<file path="src/rtl/tlb_pkg.sv">
`default_nettype none
// ============================================================================
// Module   : tlb_pkg
// Purpose  : Shared types and widths for the TLB search-port arbiter.
// Revision : 1.0 - initial release
// ============================================================================
package tlb_pkg;

    typedef enum logic [1:0] {
        SRC_NONE = 2'd0,
        SRC_IF   = 2'd1,
        SRC_MEM  = 2'd2,
        SRC_SRCH = 2'd3
    } tlb_src_t;

    localparam int VPPN_W = 19;

endpackage
`default_nettype wire

</file>
<file path="src/rtl/tlb_port_arbiter_starve_counter.sv">
`default_nettype none
// ============================================================================
// Module   : starve_counter
// Purpose  : Saturating count of consecutive denied IF cycles.
// Revision : 1.0 - initial release
// ============================================================================
module starve_counter #(
    parameter int STARVE_LIMIT = 4
) (
    input  logic clk,
    input  logic reset,
    input  logic inc,
    input  logic clr,
    output logic sat
);

    localparam int c_CNT_W = (STARVE_LIMIT < 1) ? 1 : $clog2(STARVE_LIMIT + 1);
    localparam logic [c_CNT_W-1:0] c_LIMIT = c_CNT_W'(STARVE_LIMIT);

    logic [c_CNT_W-1:0] r_cnt;

    // Clear wins over increment so a grant in the same cycle restarts the count.
    always_ff @(posedge clk) begin
        if (reset) begin
            r_cnt <= '0;
        end else if (clr) begin
            r_cnt <= '0;
        end else if (inc && (r_cnt != c_LIMIT)) begin
            r_cnt <= r_cnt + 1'b1;
        end
    end

    assign sat = (r_cnt == c_LIMIT);

endmodule
`default_nettype wire

</file>
<file path="src/rtl/tlb_port_arbiter.sv">
`default_nettype none
// ============================================================================
// Module   : tlb_port_arbiter
// Purpose  : Shares the TLB search port between IF, MEM and TLBSRCH requesters.
// Revision : 1.0 - initial release
// ============================================================================
module tlb_port_arbiter
    import tlb_pkg::*;
#(
    parameter int STARVE_LIMIT = 4,
    parameter int IDX_W        = 4
) (
    input  logic              clk,
    input  logic              reset,
    input  logic              if_req,
    input  logic [31:0]       if_vaddr,
    output logic              if_gnt,
    output logic              if_rvalid,
    input  logic              mem_req,
    input  logic [31:0]       mem_vaddr,
    output logic              mem_gnt,
    output logic              mem_rvalid,
    input  logic              srch_req,
    input  logic [31:0]       srch_vaddr,
    output logic              srch_gnt,
    output logic              srch_rvalid,
    input  logic              flush_if,
    output logic              tlb_s_valid,
    output logic [VPPN_W-1:0] tlb_s_vppn,
    output logic              tlb_s_odd,
    input  logic              tlb_found,
    input  logic [19:0]       tlb_pfn,
    input  logic [IDX_W-1:0]  tlb_index,
    output logic              resp_found,
    output logic [19:0]       resp_pfn,
    output logic [IDX_W-1:0]  resp_index
);

    tlb_src_t    w_winner;
    tlb_src_t    r_owner;
    logic        w_if_ok;
    logic        w_if_sat;
    logic [19:0] w_vaddr_hi;
    logic        w_unused_page_offset;

    assign w_if_ok = if_req & ~flush_if;

    // Promoted IF jumps ahead of SRCH; otherwise SRCH > MEM > IF.
    always_comb begin
        w_winner = SRC_NONE;
        if (reset) begin
            w_winner = SRC_NONE;
        end else if (w_if_sat && w_if_ok) begin
            w_winner = SRC_IF;
        end else if (srch_req) begin
            w_winner = SRC_SRCH;
        end else if (mem_req) begin
            w_winner = SRC_MEM;
        end else if (w_if_ok) begin
            w_winner = SRC_IF;
        end
    end

    always_comb begin
        w_vaddr_hi = '0;
        case (w_winner)
            SRC_IF:   w_vaddr_hi = if_vaddr[31:12];
            SRC_MEM:  w_vaddr_hi = mem_vaddr[31:12];
            SRC_SRCH: w_vaddr_hi = srch_vaddr[31:12];
            default:  w_vaddr_hi = '0;
        endcase
    end

    assign if_gnt      = (w_winner == SRC_IF);
    assign mem_gnt     = (w_winner == SRC_MEM);
    assign srch_gnt    = (w_winner == SRC_SRCH);
    assign tlb_s_valid = (w_winner != SRC_NONE);
    assign tlb_s_vppn  = w_vaddr_hi[19:1];
    assign tlb_s_odd   = w_vaddr_hi[0];

    // The page offset never reaches the TLB.
    assign w_unused_page_offset = ^{if_vaddr[11:0], mem_vaddr[11:0], srch_vaddr[11:0]};

    starve_counter #(
        .STARVE_LIMIT (STARVE_LIMIT)
    ) u_starve_counter (
        .clk   (clk),
        .reset (reset),
        .inc   (if_req & ~if_gnt & ~flush_if),
        .clr   (if_gnt | ~if_req | flush_if),
        .sat   (w_if_sat)
    );

    always_ff @(posedge clk) begin
        if (reset) begin
            r_owner <= SRC_NONE;
        end else begin
            r_owner <= w_winner;
        end
    end

    // Gating with reset keeps a lookup issued just before reset from surfacing.
    assign if_rvalid   = (r_owner == SRC_IF) & ~flush_if & ~reset;
    assign mem_rvalid  = (r_owner == SRC_MEM) & ~reset;
    assign srch_rvalid = (r_owner == SRC_SRCH) & ~reset;

    assign resp_found = tlb_found;
    assign resp_pfn   = tlb_pfn;
    assign resp_index = tlb_index;

endmodule
`default_nettype wire

</file>
<file path="config.mk">
export PLATFORM = sky130hd
export DESIGN_NAME = tlb_port_arbiter
export DESIGN_NICKNAME = d
export VERILOG_FILES = /design/src/rtl/tlb_pkg.sv /design/src/rtl/tlb_port_arbiter_starve_counter.sv /design/src/rtl/tlb_port_arbiter.sv
export SDC_FILE = /design/constraint.sdc
export NUM_CORES = 1
export LEC_CHECK = 0
export CAP_MARGIN = 10
export CORE_AREA = 3 3 71 73
export CTS_BUF_LIST = sky130_fd_sc_hd__clkbuf_16
export CTS_CLUSTER_SIZE = 25
export DETAILED_ROUTE_END_ITERATION = 10
export DIE_AREA = 0 0 74 76
export PLACE_DENSITY_LB_ADDON = 0.08
export SLEW_MARGIN = 30
export SYNTH_ARGS = -nofsm -noshare
export SYNTH_HDL_FRONTEND = slang
export SYNTH_SLANG_ARGS = --single-unit
</file>
<file path="constraint.sdc">
create_clock -name clk -period 4.5 [get_ports clk]
set_input_delay 0.9 -clock clk [delete_from_list [all_inputs] [get_ports clk]]
set_output_delay 0.9 -clock clk [all_outputs]
set_load 0.005 [all_outputs]
</file>
==> impl_metrics.ini, run 1 <==
[timing]
hold_viol = 0
max_freq_mhz = 254
fin_skew_ps = 0.265
tightest_slew_ps = 502
setup_ws_ps = 570
finalMaxSlewViolations = 0
slew_headroom_pct = 66.4
final-setup-viol-count = 0
period_minus_slack_ps = 3930
hold_slack_ps = 540
finalCritPeriodShare_pct = 87.3
rsz0062_at_grt = false
setup-tns-final_ps = 0

[critical_path]
path_cells = clkdlybuf4s50_1, or3b_4, nor3b_2, a221o_1, clkdlybuf4s50_1
slowest_stage = or3b_4
critPathMaxFanout = 22
r2r_start = u_starve_counter.r_cnt[0]$_SDFFE_PP0P_
cp_common_cell = clkdlybuf4s50_1
cp_data_arrival_time_ps = 3030
crit_buf_inv = 2
worstReg2RegEnd = r_owner[0]$_SDFF_PP0_
cp.depth = 5
criticalPathCategory = primary input to output pin
slowest_delay_ps = 660
critical_path.top_delay_family = buffers and inverters
reg2reg_depth = 5
reg2reg_setup_slack_ps = 3380
worstPathRequired_ps = 3600
cp-start-kind = primary input
crit_path_end_kind = output pin

[cts]
holdBufCountCts = 0
cts_buffers = 3
htreeDepth = 1
tritoncts = yes
cts-root-buf = clkbuf_16
clock-sinks = 5
cts_resized = 0
clock_path_buffers = 2
clk_pin_slew_worst_paths_ps = 30
clk_latency_ps = 230
postCtsSetupBuffers = 0

[power_and_ir_drop]
power_frac_comb_pct = 40.9
leakage_nw = 0.651
power.density_nw_per_um2 = 173
swShare_pct = 21.0
p_seq_share_pct = 14.6
power.net_switching_uw = 67.9
pwr-share-clk_pct = 44.6
power.internal_uw = 256
ir_drop_uv = 167

[floorplanning]
coreArea_sq_um = 4410
initial_core_util_pct = 23.0
die_h_um = 76
rows = 24
io-pin-count = 179
design.die.area_sq_um = 5620
die_w_um = 74

[yosys]
syn_inst = 108
syn_area_sq_um = 1010
synth.distinct_cells = 26
synth-seq-cells = 5
netlist.area_leader.share_pct = 22.2
synth.area.top_cells = nor3b_2, a221o_1, buf_4
ys_seq_area_share_pct = 9.88
syn_avg_cell_area_sq_um = 9.38
synth_area_leader_cell = nor3b_2
synth_warnings = 0
syn-num-nets = 237

[global_routing]
grtUsageTotal_pct = 12.8
grt_max_degree = 23
gr-total-overflow = 0
grt_pass1_wl_mm = 5.83
grt_pass1_vias = 1156
antenna_found_initial = 0

[layout]
final_common_cell = clkdlybuf4s50_1
antennaDiodeCount = 0
area_delta_synth_final_pct = 84.6
final_cell_mix = clkdlybuf4s50_1, nor3b_2, a221o_1, dfxtp_1, nor2_1
drive_gt1_share_pct = 19.0
final_net_count = 304

[flow_run]
cap_violations = 0

[run_status]
status = complete, no violations

[routing]
ant_nets = 0
drt-vias-per-instance = 4.82
drt_iter0_markers = 25
drt-pass1-iter-count = 4
vias = 1090
wl_mm = 3.67
drc_errors = 0
wl_per_cell_um = 16.3

[place]
post-place-ws_ps = 539
hpwl_mm = 2.96
port_buffers = 92
gp_congestion = 0.695

[worst_hold_path]
whs_endpoint = u_starve_counter.r_cnt[0]$_SDFFE_PP0P_
hold_class = flop to flop
hold-path-cell-count = 2
hold_start = u_starve_counter.r_cnt[0]$_SDFFE_PP0P_
state kept, by name, summed over array words and instances (netlist names):
| register | flops |
|---|---|
| r_owner | 2 |
| u_starve_counter.r_cnt | 3 |
through the flow:
stage | utilization (%) | power, mW | instances | instance area, sq um
6_report | 42.4 | 0.324 | 226 | 1870
5_1_grt | 42.4 | 0.342 | 226 | 1870
4_1_cts | 42.4 | 0.331 | 226 | 1870
3_5_place_dp | 40.6 | 0.182 | 222 | 1790
3_3_place_gp | 40.6 | 0.181 | 222 | 1790
2_1_floorplan | - | 0.109 | 108 | 1010
cells in the mapped netlist:
library cell	count
o21ba_2	1
nor3b_2	18
nor3b_1	3
nor3_1	2
nand2b_1	1
nor4b_1	1
mux2i_1	1
nor4b_2	1
buf_6	5
a21oi_1	2
dfxtp_1	5
a221o_1	19
and4b_4	1
or3b_4	1
a22o_1	1
and3_1	2
nor2_2	1
buf_4	25
a2bb2oi_2	1
o21ai_0	1
inv_1	2
ha_1	2
nor2_1	4
and3b_2	1
nand2_1	3
buf_2	4
worst reg2reg max path: stages, from the launching register on:
cell and delay, ps:
dfxtp_1 320, inv_1 50, ha_1 240, nand2_1 120, a21oi_1 80, o21ba_2 200
power groups by stage:
stage / clock network, mW / registers [mW] / logic (mW)
after floorplan: 0 / 0.0475 / 0.0610
after global placement: 0 / 0.0477 / 0.133
after detailed placement: 0 / 0.0477 / 0.134
after CTS: 0.149 / 0.0471 / 0.134
after global routing: 0.152 / 0.0472 / 0.143
final: 0.144 / 0.0471 / 0.132
final cells by class:
cell class,count,area [sq um]
Tap cell,52,65.1
Multi-Input combinational cell,67,656
Clock buffer,3,75.1
Timing Repair Buffer,96,963
Fill cell,427,2540
Clock inverter,1,3.75
Sequential cell,5,100
Inverter,2,7.51
cells by family after synthesis:
group,count (synthesis),synth area share (%)
simple gates,39,36.3
fa+ha+maj,2,2.47
compound gates,25,23.6
buf+inv,36,26.8
flops,5,9.88
mux,1,0.988
metal layers:
| metal | global-route usage [%] | up-vias | part of all wire (%) |
|---|---|---|---|
| met4 | 4.53 | 0 | 1.5 |
| met2 | 22.4 | 66 | 49 |
| li1 | - | 521 | - |
| met3 | 2.64 | 7 | 11 |
| met5 | 0 | - | 0 |
| met1 | 14.9 | 496 | 38 |
worst max-delay path by stage:
stage,from,end,slack [ps]
after global routing,reset,tlb_s_vppn[13],430
after global placement,reset,tlb_s_vppn[17],550
after floorplan,reset,tlb_s_vppn[0],1740
after CTS,reset,tlb_s_vppn[13],540
after detailed placement,reset,tlb_s_vppn[13],540
final,reset,tlb_s_vppn[13],570
No activity file was read; power rests on OpenSTA's default activity.
==> run 2, diff against run 1 <==
--- a/config.mk
+++ b/config.mk
@@ -7,7 +7,7 @@
 export LEC_CHECK = 0
 export CAP_MARGIN = 10
 export CORE_AREA = 3 3 71 73
-export CTS_BUF_LIST = sky130_fd_sc_hd__clkbuf_16
+export CTS_BUF_LIST = sky130_fd_sc_hd__clkbuf_4 sky130_fd_sc_hd__clkbuf_8
 export CTS_CLUSTER_SIZE = 25
 export DETAILED_ROUTE_END_ITERATION = 10
 export DIE_AREA = 0 0 74 76
==> run 2 against run 1 <==
Net effect: largest cell class unchanged; critical endpoint unchanged; setup slack better by 0.59 ps; highest routed layer unchanged; clock skew barely moved; clock power down 37%; final area decreased by 1.6%.
==> impl_metrics.ini, run 2 (synthesis gave the netlist of run 1 again) <==
[run_status]
status = complete, no violations

[global_routing]
grt_pass1_wl_mm = 5.82
grtUsageTotal_pct = 12.7
grt_pass1_vias = 1153
grt_max_degree = 23
antenna_found_initial = 0
gr-total-overflow = 0

[layout]
final_cell_mix = clkdlybuf4s50_1, nor3b_2, a221o_1, dfxtp_1, nor2_1
top_register = u_starve_counter.r_cnt
multiInputGateArea_sq_um = 656
area_delta_synth_final_pct = 81.6
drive_gt1_share_pct = 19.5
reg_top3 = u_starve_counter.r_cnt: 3 flops, r_owner: 2 flops
final_common_cell = clkdlybuf4s50_1
fillers = 430
final_net_count = 304
regArea_sq_um = 100
largest_register_ffs = 3
antennaDiodeCount = 0

[critical_path]
slowest_stage = or3b_4
crit_path_end_kind = output pin
slowest_delay_ps = 660
crit_buf_inv = 2
worstPathRequired_ps = 3600
crit_start = reset
r2r_start = u_starve_counter.r_cnt[0]$_SDFFE_PP0P_
cp_data_arrival_time_ps = 3030
critical_path.top_delay_family = buffers and inverters
critPathMaxFanout = 22
cp-start-kind = primary input
cp_common_cell = clkdlybuf4s50_1
criticalPathCategory = primary input to output pin
path_cells = clkdlybuf4s50_1, or3b_4, nor3b_2, a221o_1, clkdlybuf4s50_1
reg2reg_setup_slack_ps = 3370

[timing]
setup-tns-final_ps = 0
max_freq_mhz = 254
fin_skew_ps = 0.274
final-setup-viol-count = 0
period_minus_slack_ps = 3930
rsz0062_at_grt = false
finalMaxSlewViolations = 0
tightest_slew_ps = 502
slew_headroom_pct = 66.4
finalCritPeriodShare_pct = 87.3
hold_viol = 0

[cts]
tritoncts = yes
cts_resized = 0
holdBufCountCts = 0
clock-sinks = 5
postCtsSetupBuffers = 0
clock_path_buffers = 2
cts-root-buf = clkbuf_8
cts_buffers = 3
clk_latency_ps = 220
clk_pin_slew_worst_paths_ps = 40
htreeDepth = 1

[routing]
drc_errors = 0
ant_nets = 0
drt-vias-per-instance = 4.84
vias = 1093
drt_iter0_markers = 25
wl_mm = 3.66
drt-pass1-iter-count = 4
wl_per_cell_um = 16.2

[power_and_ir_drop]
ir_drop_uv = 152
power_frac_comb_pct = 49.1
power.internal_uw = 208
pwr-share-clk_pct = 33.5
total_power_uw = 270
swShare_pct = 23.0
power.density_nw_per_um2 = 147
p_seq_share_pct = 17.5
leakage_nw = 0.635
power.net_switching_uw = 62.1

[flow_run]
cap_violations = 0

[floorplanning]
die_w_um = 74
coreArea_sq_um = 4410
die_h_um = 76
initial_core_util_pct = 23.0
io-pin-count = 179
rows = 24
design.die.area_sq_um = 5620

[worst_hold_path]
hold_start = u_starve_counter.r_cnt[0]$_SDFFE_PP0P_
hold_class = flop to flop

[place]
gp_congestion = 0.695
hpwl_mm = 2.96
port_buffers = 92
==> run 2: per-layer routing <==
layer | up-vias | wire, um | global-route usage [%] | part of all wire, %
met5 | - | 0 | 0 | 0
met4 | 0 | 53 | 3.99 | 1.4
met3 | 7 | 394 | 2.64 | 11
met2 | 66 | 1810 | 22.4 | 50
met1 | 500 | 1400 | 14.9 | 38
li1 | 520 | - | - | -
==> run 2: layout make-up <==
cell class | count | share of cell area (%)
tap | 52 | 3.54
clock buffer | 4 | 2.65
multi-input combinational | 67 | 35.6
inverter | 2 | 0.408
timing repair buffer | 96 | 52.3
sequential | 5 | 5.44
==> run 2: worst reg2reg max path, stage by stage (launching register included) <==
cell     delay [ps]
dfxtp_1         320
inv_1            50
ha_1            240
nand2_1         120
a21oi_1          80
o21ba_2         200
==> run 2: power groups by stage <==
stage	registers (mW)	logic, mW	clock network (mW)
floorplan	0.0475	0.0610	0
CTS	0.0471	0.134	0.0948
detailed placement	0.0477	0.134	0
global placement	0.0477	0.133	0
finish	0.0471	0.132	0.0903
global route	0.0472	0.143	0.0975
==> run 2: final timing paths <==
| kind | end | cells past startpoint |
|---|---|---|
| worst min-delay path | u_starve_counter.r_cnt[0]$_SDFFE_PP0P_ | 2 |
| worst max register to register | r_owner[0]$_SDFF_PP0_ | 5 |
| worst min register to register | u_starve_counter.r_cnt[0]$_SDFFE_PP0P_ | 2 |
| worst max-delay path | tlb_s_vppn[13] | 5 |
==> run 2: stage by stage <==
| stage | cell area (sq um) | hold slack (ps) | setup slack (ps) | util [%] | std cells |
|---|---|---|---|---|---|
| finish | 1840 | 543 | 571 | 41.7 | 226 |
| detailed placement | 1790 | 537 | 539 | 40.6 | 222 |
| global placement | 1790 | 519 | 554 | 40.6 | 222 |
| CTS | 1840 | 550 | 539 | 41.7 | 226 |
| global route | 1840 | 563 | 429 | 41.7 | 226 |
| floorplan | 1010 | 502 | 1740 | - | 108 |
==> run 3, diff against run 2 <==
--- a/config.mk
+++ b/config.mk
@@ -5,12 +5,12 @@
 export SDC_FILE = /design/constraint.sdc
 export NUM_CORES = 1
 export LEC_CHECK = 0
-export CAP_MARGIN = 10
-export CORE_AREA = 3 3 71 73
+export CAP_MARGIN = 0
+export CORE_AREA = 4 4 72 74
 export CTS_BUF_LIST = sky130_fd_sc_hd__clkbuf_4 sky130_fd_sc_hd__clkbuf_8
 export CTS_CLUSTER_SIZE = 25
 export DETAILED_ROUTE_END_ITERATION = 10
-export DIE_AREA = 0 0 74 76
+export DIE_AREA = 0 0 76 78
 export PLACE_DENSITY_LB_ADDON = 0.08
 export SLEW_MARGIN = 30
 export SYNTH_ARGS = -nofsm -noshare
==> run 3 against run 2 <==
Net effect: combinational power about the same; die area increased by 5.4%; critical path type unchanged; clock power decreased by 1%; largest cell class unchanged; sequential power barely moved; power rose by 0.25%.
==> impl_metrics.ini, run 3 (synthesis gave the netlist of run 1 again) <==
[global_routing]
grt_pass1_wl_mm = 5.64
gr-total-overflow = 0
grt_max_degree = 23
grtUsageTotal_pct = 11.2
antenna_found_initial = 0
grt_pass1_vias = 1160

[timing]
rsz0062_at_grt = false
hold_viol = 0
period_minus_slack_ps = 3870
finalCritPeriodShare_pct = 86.0
slew_headroom_pct = 71.4
hold_slack_ps = 549
setup_ws_ps = 630
max_freq_mhz = 258
final-setup-viol-count = 0
fin_skew_ps = 3.52
tightest_slew_ps = 429
setup-tns-final_ps = 0
finalMaxSlewViolations = 0

[run_status]
status = complete, no violations

[floorplanning]
io-pin-count = 179
coreArea_sq_um = 4600
initial_core_util_pct = 22.0
die_w_um = 76
die_h_um = 78
rows = 25
design.die.area_sq_um = 5930

[cts]
clk_latency_ps = 220
tritoncts = yes
clk_pin_slew_worst_paths_ps = 30
postCtsSetupBuffers = 0
clock-sinks = 5
cts-root-buf = clkbuf_8
cts_resized = 0
htreeDepth = 1
cts_buffers = 3
clock_path_buffers = 2
holdBufCountCts = 0

[routing]
ant_nets = 0
vias = 1124
wl_mm = 3.72
drt-vias-per-instance = 4.93
drt_iter0_markers = 32
drt-pass1-iter-count = 4
wl_per_cell_um = 16.3
drc_errors = 0

[worst_hold_path]
hold_class = flop to flop

[place]
port_buffers = 92
post-place-ws_ps = 603
place_inst = 224
gp_congestion = 0.686
hpwl_mm = 2.89
dpl_cell_area_sq_um = 1790

[layout]
post-route-cell-area_sq_um = 1840
reg_top3 = u_starve_counter.r_cnt: 3 flops, r_owner: 2 flops
area_delta_synth_final_pct = 81.9
fillers = 468
final_cell_mix = clkdlybuf4s50_1, nor3b_2, a221o_1, dfxtp_1, nor2_1
final_common_cell = clkdlybuf4s50_1
final_core_util_pct = 40.1
final_net_count = 304
largest_register_ffs = 3
top_register = u_starve_counter.r_cnt
final_cells = 228
antennaDiodeCount = 0
drive_gt1_share_pct = 19.5

[power_and_ir_drop]
pwr-share-clk_pct = 33.0
power.internal_uw = 208
power.density_nw_per_um2 = 147
total_power_uw = 270
p_seq_share_pct = 17.5
leakage_nw = 0.637
ir_drop_uv = 142
power_frac_comb_pct = 49.5
power.net_switching_uw = 62.5
swShare_pct = 23.1

[critical_path]
slowest_delay_ps = 670
critPathMaxFanout = 16
slowest_stage = clkdlybuf4s50_1
crit_buf_inv = 3
worstPathRequired_ps = 3600
cp_data_arrival_time_ps = 2970
critical_path.top_delay_family = buffers and inverters
crit_path_end_kind = output pin
criticalPathCategory = primary input to output pin
path_cells = clkdlybuf4s50_1, a2bb2oi_2, buf_12, nor3b_2, a221o_1, clkdlybuf4s50_1
cp_common_cell = clkdlybuf4s50_1
cp-start-kind = primary input

[flow_run]
cap_violations = 0
==> run 3: cell counts in the layout (fill, tap and decap cells not counted) <==
No cell type changed its count.
==> run 3: cell type report <==
cell class	instances	area, sq um	share of cell area, %
Timing Repair Buffer	96	963	52.3
Sequential cell	5	100	5.43
Inverter	2	7.51	0.407
Clock buffer	4	48.8	2.65
Tap cell	54	67.6	3.67
Multi-Input combinational cell	67	656	35.6
==> run 3: power by group through the flow <==
stage / registers (mW) / logic, mW / clock network, mW
floorplan: 0.0475 / 0.0610 / 0
global placement: 0.0478 / 0.134 / 0
detailed placement: 0.0480 / 0.135 / 0
CTS: 0.0474 / 0.136 / 0.0929
global route: 0.0474 / 0.142 / 0.0954
finish: 0.0474 / 0.134 / 0.0892
==> run 3: worst paths after layout <==
| check | startpoint | slack (ps) | depth (start not counted) | endpoint |
|---|---|---|---|---|
| setup / recovery | srch_req | 630 | 6 | tlb_s_vppn[7] |
| hold / removal | u_starve_counter.r_cnt[0]$_SDFFE_PP0P_ | 550 | 2 | u_starve_counter.r_cnt[0]$_SDFFE_PP0P_ |
| setup reg to reg | u_starve_counter.r_cnt[0]$_SDFFE_PP0P_ | 3370 | 4 | r_owner[1]$_SDFF_PP0_ |
| hold reg to reg | u_starve_counter.r_cnt[0]$_SDFFE_PP0P_ | 550 | 2 | u_starve_counter.r_cnt[0]$_SDFFE_PP0P_ |
==> run 3: metal layers <==
layer	track usage [%]	vias up	part of all wire [%]
li1	-	520	-
met1	12.7	534	43
met2	19.9	66	48
met3	3.60	4	7.7
met4	3.20	0	0.73
met5	0	-	0
==> run 3: tightest hold or removal path, cell delays in order, from the launching register on <==
cell and delay, ps:
dfxtp_1 310, inv_1 70, and3_1 140
